### src/rtl/render_sequencer.sv
// Frame-level render controller: walks the enabled draw engines in priority order and
// multiplexes the active engine onto the single DDR burst master port.
module render_sequencer #(
    parameter int NUM_LAYERS     = 4,
    parameter int COLOR_W        = 12,
    parameter int TIMEOUT_CYCLES = 1000000,
    localparam int IDX_W         = (NUM_LAYERS > 1) ? $clog2(NUM_LAYERS) : 1,
    localparam int WD_W          = (TIMEOUT_CYCLES > 2) ? $clog2(TIMEOUT_CYCLES) : 1
) (
    input  logic                          clk100,
    input  logic                          resetn,
    input  logic                          draw,
    input  logic                          abort,
    input  logic [NUM_LAYERS-1:0]         layer_en,
    input  logic [NUM_LAYERS*COLOR_W-1:0] layer_color,
    output logic                          draw_done,
    output logic                          timeout_err,
    output logic                          busy,
    output logic [IDX_W-1:0]              active_layer,
    output logic [15:0]                   frame_count,
    output logic [NUM_LAYERS-1:0]         layer_draw,
    input  logic [NUM_LAYERS-1:0]         layer_done,
    input  logic [NUM_LAYERS-1:0]         layer_txn_init,
    input  logic [NUM_LAYERS*32-1:0]      layer_offset_addr,
    input  logic [NUM_LAYERS*32-1:0]      layer_pixel_count,
    output logic [NUM_LAYERS-1:0]         layer_txn_done,
    output logic                          TXN_INIT,
    input  logic                          TXN_DONE,
    output logic [31:0]                   offset_addr,
    output logic [COLOR_W-1:0]            color,
    output logic [31:0]                   pixel_count
);

    typedef enum logic [1:0] {IDLE, SELECT, DRAW, DONE} state_t;

    state_t                state, state_nxt;
    logic                  ff1, ff2;
    logic                  draw_pulse;
    logic [NUM_LAYERS-1:0] pending, pending_nxt;
    logic [IDX_W-1:0]      idx, idx_nxt;
    logic [WD_W-1:0]       watchdog, watchdog_nxt;
    logic                  timeout_flag, timeout_flag_nxt;
    logic                  wd_expired;

    function automatic logic [IDX_W-1:0] lowest_set(input logic [NUM_LAYERS-1:0] mask);
        lowest_set = '0;
        for (int i = NUM_LAYERS - 1; i >= 0; i--) begin
            if (mask[i]) lowest_set = IDX_W'(i);
        end
    endfunction

    assign draw_pulse = ff1 & ~ff2;
    assign wd_expired = (watchdog == WD_W'(TIMEOUT_CYCLES - 1));

    always_ff @(posedge clk100) begin
        if (!resetn) begin
            state        <= IDLE;
            ff1          <= 1'b0;
            ff2          <= 1'b0;
            pending      <= '0;
            idx          <= '0;
            watchdog     <= '0;
            timeout_flag <= 1'b0;
            frame_count  <= 16'd0;
        end else begin
            state        <= state_nxt;
            ff1          <= draw;
            ff2          <= ff1;
            pending      <= pending_nxt;
            idx          <= idx_nxt;
            watchdog     <= watchdog_nxt;
            timeout_flag <= timeout_flag_nxt;
            // An abort that lands on the DONE cycle discards the frame.
            if (state == DONE && !timeout_flag && !abort)
                frame_count <= frame_count + 16'd1;
        end
    end

    always_comb begin
        state_nxt        = state;
        pending_nxt      = pending;
        idx_nxt          = idx;
        watchdog_nxt     = watchdog;
        timeout_flag_nxt = timeout_flag;
        if (abort) begin
            state_nxt        = IDLE;
            pending_nxt      = '0;
            watchdog_nxt     = '0;
            timeout_flag_nxt = 1'b0;
        end else begin
            case (state)
                IDLE: begin
                    if (draw_pulse) begin
                        pending_nxt      = layer_en;
                        timeout_flag_nxt = 1'b0;
                        state_nxt        = SELECT;
                    end
                end
                SELECT: begin
                    if (pending == '0) begin
                        state_nxt = DONE;
                    end else begin
                        idx_nxt      = lowest_set(pending);
                        watchdog_nxt = '0;
                        state_nxt    = DRAW;
                    end
                end
                DRAW: begin
                    // Expiry outranks a same-cycle layer_done.
                    if (wd_expired) begin
                        pending_nxt      = '0;
                        timeout_flag_nxt = 1'b1;
                        state_nxt        = DONE;
                    end else if (layer_done[idx]) begin
                        pending_nxt[idx] = 1'b0;
                        state_nxt        = SELECT;
                    end else if (TXN_DONE) begin
                        watchdog_nxt = '0;
                    end else begin
                        watchdog_nxt = watchdog + WD_W'(1);
                    end
                end
                DONE: begin
                    timeout_flag_nxt = 1'b0;
                    state_nxt        = IDLE;
                end
                default: state_nxt = IDLE;
            endcase
        end
    end

    assign busy        = (state != IDLE);
    assign draw_done   = (state == DONE);
    assign timeout_err = (state == DONE) & timeout_flag;

    always_comb begin
        layer_draw     = '0;
        layer_txn_done = '0;
        active_layer   = '0;
        TXN_INIT       = 1'b0;
        offset_addr    = '0;
        color          = '0;
        pixel_count    = '0;
        if (state == DRAW) begin
            layer_draw[idx]     = 1'b1;
            layer_txn_done[idx] = TXN_DONE;
            active_layer        = idx;
            TXN_INIT            = layer_txn_init[idx];
            offset_addr         = layer_offset_addr[int'(idx)*32 +: 32];
            color               = layer_color[int'(idx)*COLOR_W +: COLOR_W];
            pixel_count         = layer_pixel_count[int'(idx)*32 +: 32];
        end
    end

endmodule

### config.mk
export PLATFORM = sky130hd
export DESIGN_NAME = render_sequencer
export DESIGN_NICKNAME = d
export VERILOG_FILES = /design/src/rtl/render_sequencer.sv
export SDC_FILE = /design/constraint.sdc
export NUM_CORES = 1
export LEC_CHECK = 0
export CORE_AREA = 2 2 168 170
export DETAILED_ROUTE_END_ITERATION = 12
export DIE_AREA = 0 0 170 172
export SETUP_SLACK_MARGIN = 0.5
export SYNTH_ARGS = -nofsm -noshare
export SYNTH_HDL_FRONTEND = slang
export SYNTH_SLANG_ARGS = --single-unit
### constraint.sdc
create_clock -name clk100 -period 2.8 [get_ports clk100]
set_input_delay 0.56 -clock clk100 [delete_from_list [all_inputs] [get_ports clk100]]
set_output_delay 0.56 -clock clk100 [all_outputs]
set_load 0.01 [all_outputs]
==> impl_metrics.env, run 1 <==
export IMPL_wl_mm=29.30
export IMPL_ys_async_sr_fraction_pct=0
export IMPL_globalRoute_totalOverflow=0
export IMPL_netlist_cell_type_count=52
export IMPL_die_area_um2=29240
export IMPL_hold_path_startpoint="ff1"
export IMPL_layout_common_cells="330 x sky130_fd_sc_hd__clkdlybuf4s50_1, 78 x sky130_fd_sc_hd__mux4_2, 71 x sky130_fd_sc_hd__buf_6"
export IMPL_fillers=2657
export IMPL_dpl_instance_area_um2=9731
export IMPL_ff2ff_setup_slack_ps=300
export IMPL_postSynthRegisterBits=47
export IMPL_globalRouteTotalUtil_pct=18.59
export IMPL_clock_latency_ps=300
export IMPL_cts_reportedPaths_clkPinSlew_ps=70
export IMPL_viasPerCell=4.735
export IMPL_floorplan_initialDensity_pct=17.90
export IMPL_ys_warn_count=0
export IMPL_htree_num_levels=2
export IMPL_drive_gt1_share_pct=37.83
export IMPL_cts_hold_fix_buffers=0
export IMPL_fp_row_count=61
export IMPL_worstReg2RegEnd="watchdog[10]"
export IMPL_cts_sinks=47
export IMPL_combinationalPowerShare_pct=33.9
export IMPL_syn_inst=494
export IMPL_wl_met2_mm=14.81
export IMPL_crit_path_max_fanout=4
export IMPL_post_route_worst_setup_slack_ps=263.8
export IMPL_hold_path_class="reg -> reg"
export IMPL_dr_iter_0_viols=361
export IMPL_netSwitchingFraction_pct=21.80
export IMPL_maxUsedRoutingLayer="met5"
export IMPL_startpoint_type="flop"
export IMPL_hold_viol=0
export IMPL_syn_area_per_cell_um2=9.956
export IMPL_die_width_um=170
export IMPL_drc_errors=0
export IMPL_timing_final_max_slew_violations=0
export IMPL_drt_first_pass_iters=4
export IMPL_power_density_nw_per_um2=185.9
export IMPL_synth_area_um2=4918
export IMPL_clockBufferDepth=2
export IMPL_tns_ps=0
export IMPL_regArea_um2=962.2
export IMPL_ant_nets=0
export IMPL_sequentialPowerShare_pct=32.7
export IMPL_cts_root_buffer_cell="sky130_fd_sc_hd__clkbuf_16"
export IMPL_die_height_um=172
export IMPL_yosysSeqAreaShare_pct=19.13
export IMPL_rsz_0062_raised_after_global_routing="yes"
export IMPL_design_core_area_um2=27480
export IMPL_multi_input_area_um2=4104
export IMPL_layout_overhead_on_the_synthesized_area_pct=125.2
export IMPL_final_setup_violation_count=0
export IMPL_ioPinCount=427
export IMPL_final_cell_area_um2=11080
export IMPL_tightestPinTransition_ps=625.5
export IMPL_power_switching_uw=448.9
export IMPL_grt_pass1_vias=6349
export IMPL_cp_data_arrival_time_ps=1980
export IMPL_layout_cells_most_common="sky130_fd_sc_hd__clkdlybuf4s50_1"
export IMPL_post_drt_wl_per_cell_um=21.94
export IMPL_cts_buffers=5
export IMPL_met1_length_mm=11.81
export IMPL_synth_edf_count=0
export IMPL_internal_power_uw=1611
export IMPL_vias=6321
export IMPL_peakVddDrop_uv=205.6
export IMPL_worst_r2r_path_depth=9
export IMPL_numPortBuffers=426
export IMPL_grt_antenna_before_repair=3
export IMPL_worst_setup_path_type="reg -> out"
export IMPL_synth_largest_area_cell="sky130_fd_sc_hd__mux4_2"
export IMPL_worst_ep_required_time_ps=2240
export IMPL_place_detailed_hpwl_mm=22.17
export IMPL_leakage_uw=0.004201
export IMPL_route_met3_wl_mm=2.262
export IMPL_finalNetCount=1313
export IMPL_synth_ff_type="sky130_fd_sc_hd__dfxtp_1"
export IMPL_post_layout_power_uw=2059
export IMPL_hold_end="ff2"
export IMPL_timing_final_crit_period_ps=2536
export IMPL_post_synth_net_total=822
export IMPL_timing_critical_path_to_type="primary output"
export IMPL_grt_max_degree=53
export IMPL_maxCapViolations=0
export IMPL_min_path_cells=1
export IMPL_synth_area_top_cells="sky130_fd_sc_hd__mux4_2 36%, sky130_fd_sc_hd__dfxtp_1 19%, sky130_fd_sc_hd__and2_1 12%, sky130_fd_sc_hd__clkbuf_1 2.3%, sky130_fd_sc_hd__nand2_1 2.3%"
export IMPL_fin_util_pct=40.31
export IMPL_tritoncts="yes"
export IMPL_relSlewSlack_pct=58.24
export IMPL_global_route_wire_length_before_repair_mm=40.51
export IMPL_run_status="finished clean"
export IMPL_placement_setup_worst_slack_ps=35.03
export IMPL_synth_top_area_share_pct=35.72
export IMPL_gp_routability_congestion=0.8879
export IMPL_clockPowerShare_pct=33.4
export IMPL_r2r_start="idx[0]"
export IMPL_timing_fmax_ghz=0.3943
export IMPL_skew_ps=5.968
export IMPL_final_min_period_over_clock_period_pct=90.58
==> how the worst max path moves through the flow <==
stage,from,slack [ps],to
4_1_cts,idx[0],240,TXN_INIT
3_3_place_gp,layer_pixel_count[101],30,pixel_count[5]
5_1_grt,idx[0],210,watchdog[10]
6_report,idx[0],260,TXN_INIT
3_5_place_dp,layer_pixel_count[93],40,pixel_count[29]
2_1_floorplan,idx[1],520,offset_addr[10]
==> power by group through the flow <==
stage / Sequential (uW) / Clock, uW / Combinational (uW)
finish: 674 / 688 / 698
global route: 674 / 726 / 733
CTS: 674 / 709 / 674
detailed placement: 691 / 0 / 659
global placement: 691 / 0 / 651
floorplan: 690 / 0 / 143
==> layer usage <==
layer  GRT usage [%]  vias up
met5               0        -
met4           3.456        2
met3           4.005       25
met2           33.35      254
met1           23.11     3145
li1                -     2895
==> worst max-delay path, cell delays in order (launching register included) <==
cell                      delay [ps]
sky130_fd_sc_hd__dfxtp_4         380
sky130_fd_sc_hd__buf_6           120
sky130_fd_sc_hd__buf_6            90
sky130_fd_sc_hd__buf_6            90
sky130_fd_sc_hd__buf_6           100
sky130_fd_sc_hd__buf_6           100
sky130_fd_sc_hd__mux4_2          490
sky130_fd_sc_hd__and2_4          170
sky130_fd_sc_hd__buf_6           130
==> repair_timing <==
action | 4_1_cts | 5_1_grt
gates cloned | 9 | 0
pin swaps | 33 | 16
setup buffers | 47 | 16
gates resized for setup | 411 | 139
setup endpoints to repair | 106 | 106
==> registers in the layout, summed over array words and instances, names as in the netlist <==
register / count
watchdog: 20
frame_count: 16
pending: 4
idx: 2
state: 2
ff1: 1
ff2: 1
timeout_flag: 1
==> final cells by class <==
class,count,area share (%)
Clock buffer,5,1.130
Timing Repair Buffer,526,48.22
Clock inverter,3,0.3953
Multi-Input combinational cell,389,37.05
Antenna cell,3,0.06777
Inverter,16,0.5422
Tap cell,346,3.908
Sequential cell,47,8.686
==> metrics by stage <==
stage	hold slack, ps	cells
after floorplan	421.4	494
after global placement	435.0	1252
after detailed placement	444.1	1252
after CTS	461.1	1316
after global routing	489.5	1334
final	456.8	1335
==> synthesized netlist by cell type, types with 4 or more instances <==
cell type and n:
sky130_fd_sc_hd__a21boi_0 4, sky130_fd_sc_hd__a21oi_1 9, sky130_fd_sc_hd__a31oi_1 12, sky130_fd_sc_hd__a41oi_1 4, sky130_fd_sc_hd__and2_1 93, sky130_fd_sc_hd__and3_1 8, sky130_fd_sc_hd__buf_2 7, sky130_fd_sc_hd__clkbuf_1 30
sky130_fd_sc_hd__dfxtp_1 47, sky130_fd_sc_hd__ha_1 7, sky130_fd_sc_hd__inv_1 16, sky130_fd_sc_hd__mux2i_1 5, sky130_fd_sc_hd__mux4_2 78, sky130_fd_sc_hd__nand2_1 30, sky130_fd_sc_hd__nand2b_1 8, sky130_fd_sc_hd__nand3_1 14
sky130_fd_sc_hd__nand4_1 7, sky130_fd_sc_hd__nor2_1 18, sky130_fd_sc_hd__nor3_1 11, sky130_fd_sc_hd__nor4_1 4, sky130_fd_sc_hd__o211ai_1 5, sky130_fd_sc_hd__o21ai_0 15, sky130_fd_sc_hd__o311ai_0 4, sky130_fd_sc_hd__or3_1 6
sky130_fd_sc_hd__xnor2_1 8, sky130_fd_sc_hd__xor2_1 4
==> cells by family (layout without fill, tap and decap cells) <==
kind of cell	count (synthesis)	in the layout	synth area share, %
other	0	3	0
AND/OR/NAND/NOR	212	212	24.68
multiplexers	83	83	36.73
AO/OA/AOI/OAI	75	75	10.71
adder cells (fa/ha/maj)	7	7	1.781
XOR/XNOR	12	12	2.137
buffers and inverters	58	550	4.833
flip-flops	47	47	19.13
(Power assumes the default switching activity.)
==> run 2, diff against run 1 <==
Settings changed: CTS_BUF_LIST set to sky130_fd_sc_hd__clkbuf_4 sky130_fd_sc_hd__clkbuf_8, SKIP_LAST_GASP set to 1.
==> impl_metrics.env, run 2 (synthesis results as in run 1) <==
export IMPL_power_density_nw_per_um2=171.1
export IMPL_numPortBuffers=426
export IMPL_globalRouteTotalUtil_pct=18.80
export IMPL_final_min_period_over_clock_period_pct=90.66
export IMPL_global_route_wire_length_before_repair_mm=40.83
export IMPL_clock_latency_ps=320
export IMPL_largest_register_ffs=20
export IMPL_maxCapViolations=0
export IMPL_peakVddDrop_uv=171.3
export IMPL_wl_mm=29.56
export IMPL_skew_ps=12.17
export IMPL_tns_ps=0
export IMPL_finalNetCount=1306
export IMPL_run_status="finished clean"
export IMPL_hold_path_class="reg -> reg"
export IMPL_crit_path_max_fanout=4
export IMPL_drive_gt1_share_pct=37.39
export IMPL_cts_root_buffer_cell="sky130_fd_sc_hd__clkbuf_8"
export IMPL_dp_cells=1252
export IMPL_grt_max_degree=33
export IMPL_cts_reportedPaths_clkPinSlew_ps=90
export IMPL_tritoncts="yes"
export IMPL_fp_row_count=61
export IMPL_instances_no_fill=1328
export IMPL_layout_cells_most_common="sky130_fd_sc_hd__clkdlybuf4s50_1"
export IMPL_worst_ep_required_time_ps=2240
export IMPL_top_register="watchdog"
export IMPL_globalRoute_totalOverflow=0
export IMPL_htree_num_levels=2
export IMPL_cts_hold_fix_buffers=0
export IMPL_die_height_um=172
export IMPL_drt_first_pass_iters=4
export IMPL_timing_final_crit_period_ps=2538
export IMPL_leakage_uw=0.004144
export IMPL_cts_buffers=5
export IMPL_layout_overhead_on_the_synthesized_area_pct=124.8
export IMPL_viasPerCell=4.722
export IMPL_final_setup_violation_count=0
export IMPL_floorplan_initialDensity_pct=17.90
export IMPL_tightestPinTransition_ps=619.6
export IMPL_die_area_um2=29240
export IMPL_ant_nets=0
export IMPL_clockBufferDepth=2
export IMPL_relSlewSlack_pct=58.64
export IMPL_timing_final_max_slew_violations=0
export IMPL_hold_viol=0
export IMPL_drc_errors=0
export IMPL_layout_common_cells="333 x sky130_fd_sc_hd__clkdlybuf4s50_1, 81 x sky130_fd_sc_hd__buf_6, 78 x sky130_fd_sc_hd__mux4_2"
export IMPL_dr_iter_0_viols=426
export IMPL_grt_pass1_vias=6364
export IMPL_placement_setup_worst_slack_ps=35.03
export IMPL_post_route_worst_setup_slack_ps=261.6
export IMPL_rsz_0062_raised_after_global_routing="yes"
export IMPL_timing_critical_path_to_type="primary output"
export IMPL_place_detailed_hpwl_mm=22.17
export IMPL_fin_hold_ws_ps=461.0
export IMPL_post_drt_wl_per_cell_um=22.26
export IMPL_gp_routability_congestion=0.8879
export IMPL_cts_sinks=47
export IMPL_die_width_um=170
export IMPL_startpoint_type="flop"
export IMPL_vias=6271
export IMPL_reg_largest_list="watchdog x20, frame_count x16, pending x4"
export IMPL_cp_data_arrival_time_ps=1980
export IMPL_ioPinCount=427
export IMPL_design_core_area_um2=27480
export IMPL_timing_fmax_ghz=0.3940
export IMPL_worst_setup_path_type="reg -> out"
export IMPL_grt_antenna_before_repair=4
[run 2: cell count changes in the layout (fill, tap and decap cells not counted), moves of 4 or more]
cell	change
sky130_fd_sc_hd__buf_4	-4
sky130_fd_sc_hd__clkbuf_8	+5
sky130_fd_sc_hd__clkbuf_16	-5
sky130_fd_sc_hd__buf_2	-16
sky130_fd_sc_hd__buf_6	+10
[run 2: final cells by class]
cell class	count	area, um^2
diodes	3	7.507
clock buffers	5	68.82
clock inverters	3	43.79
fillers	2680	16420
inverters	16	60.06
multi-input cells	389	4086
flip-flops and latches	47	959.7
well taps	346	432.9
repair buffers	519	5395
[run 2: critical path, cell delays in order, from the launching register on]
cell and delay, ps:
sky130_fd_sc_hd__dfxtp_4 380, sky130_fd_sc_hd__buf_6 120, sky130_fd_sc_hd__buf_6 90, sky130_fd_sc_hd__buf_6 90
sky130_fd_sc_hd__buf_6 100, sky130_fd_sc_hd__buf_6 100, sky130_fd_sc_hd__mux4_2 490, sky130_fd_sc_hd__and2_4 150
sky130_fd_sc_hd__buf_6 130
[run 2: layer usage]
metal / GRT usage [%] / wire length, um / part of all wire [%] / vias to the layer above
li1: - / - / - / 2875
met2: 33.47 / 14960 / 51 / 246
met3: 4.349 / 2219 / 7.5 / 29
met1: 23.13 / 11900 / 40 / 3119
met4: 4.199 / 480 / 1.6 / 2
met5: 0 / 10 / 0.034 / -
[run 2: final timing paths]
kind	startpoint	to	slack [ps]	cells after the start
setup / recovery	idx[0]	TXN_INIT	260	8
hold reg to reg	ff1	ff2	460	1
hold / removal	ff1	ff2	460	1
setup reg to reg	idx[0]	watchdog[10]	330	9
[run 2: power by group]
| part | internal (uW) | switching, uW |
|---|---|---|
| Clock | 266 | 250 |
| Combinational | 523 | 177 |
| Sequential | 669 | 4.90 |
| Total | 1460 | 432 |
[run 2: timing repair]
action                     CTS  global route
buffers inserted            41            14
hold endpoints to repair     0             0
setup endpoints to repair  104           108
gates resized for setup    436           124
cloned                      10             0
pin swaps                   54            19
[run 2: stage by stage]
step	util [%]	total power, uW	instance area [um^2]
3_3_place_gp	35.41	1342	9731
6_report	40.23	1891	11050
3_5_place_dp	35.41	1350	9731
4_1_cts	38.23	1887	10510
5_1_grt	40.23	1968	11050
2_1_floorplan	-	833.6	4937
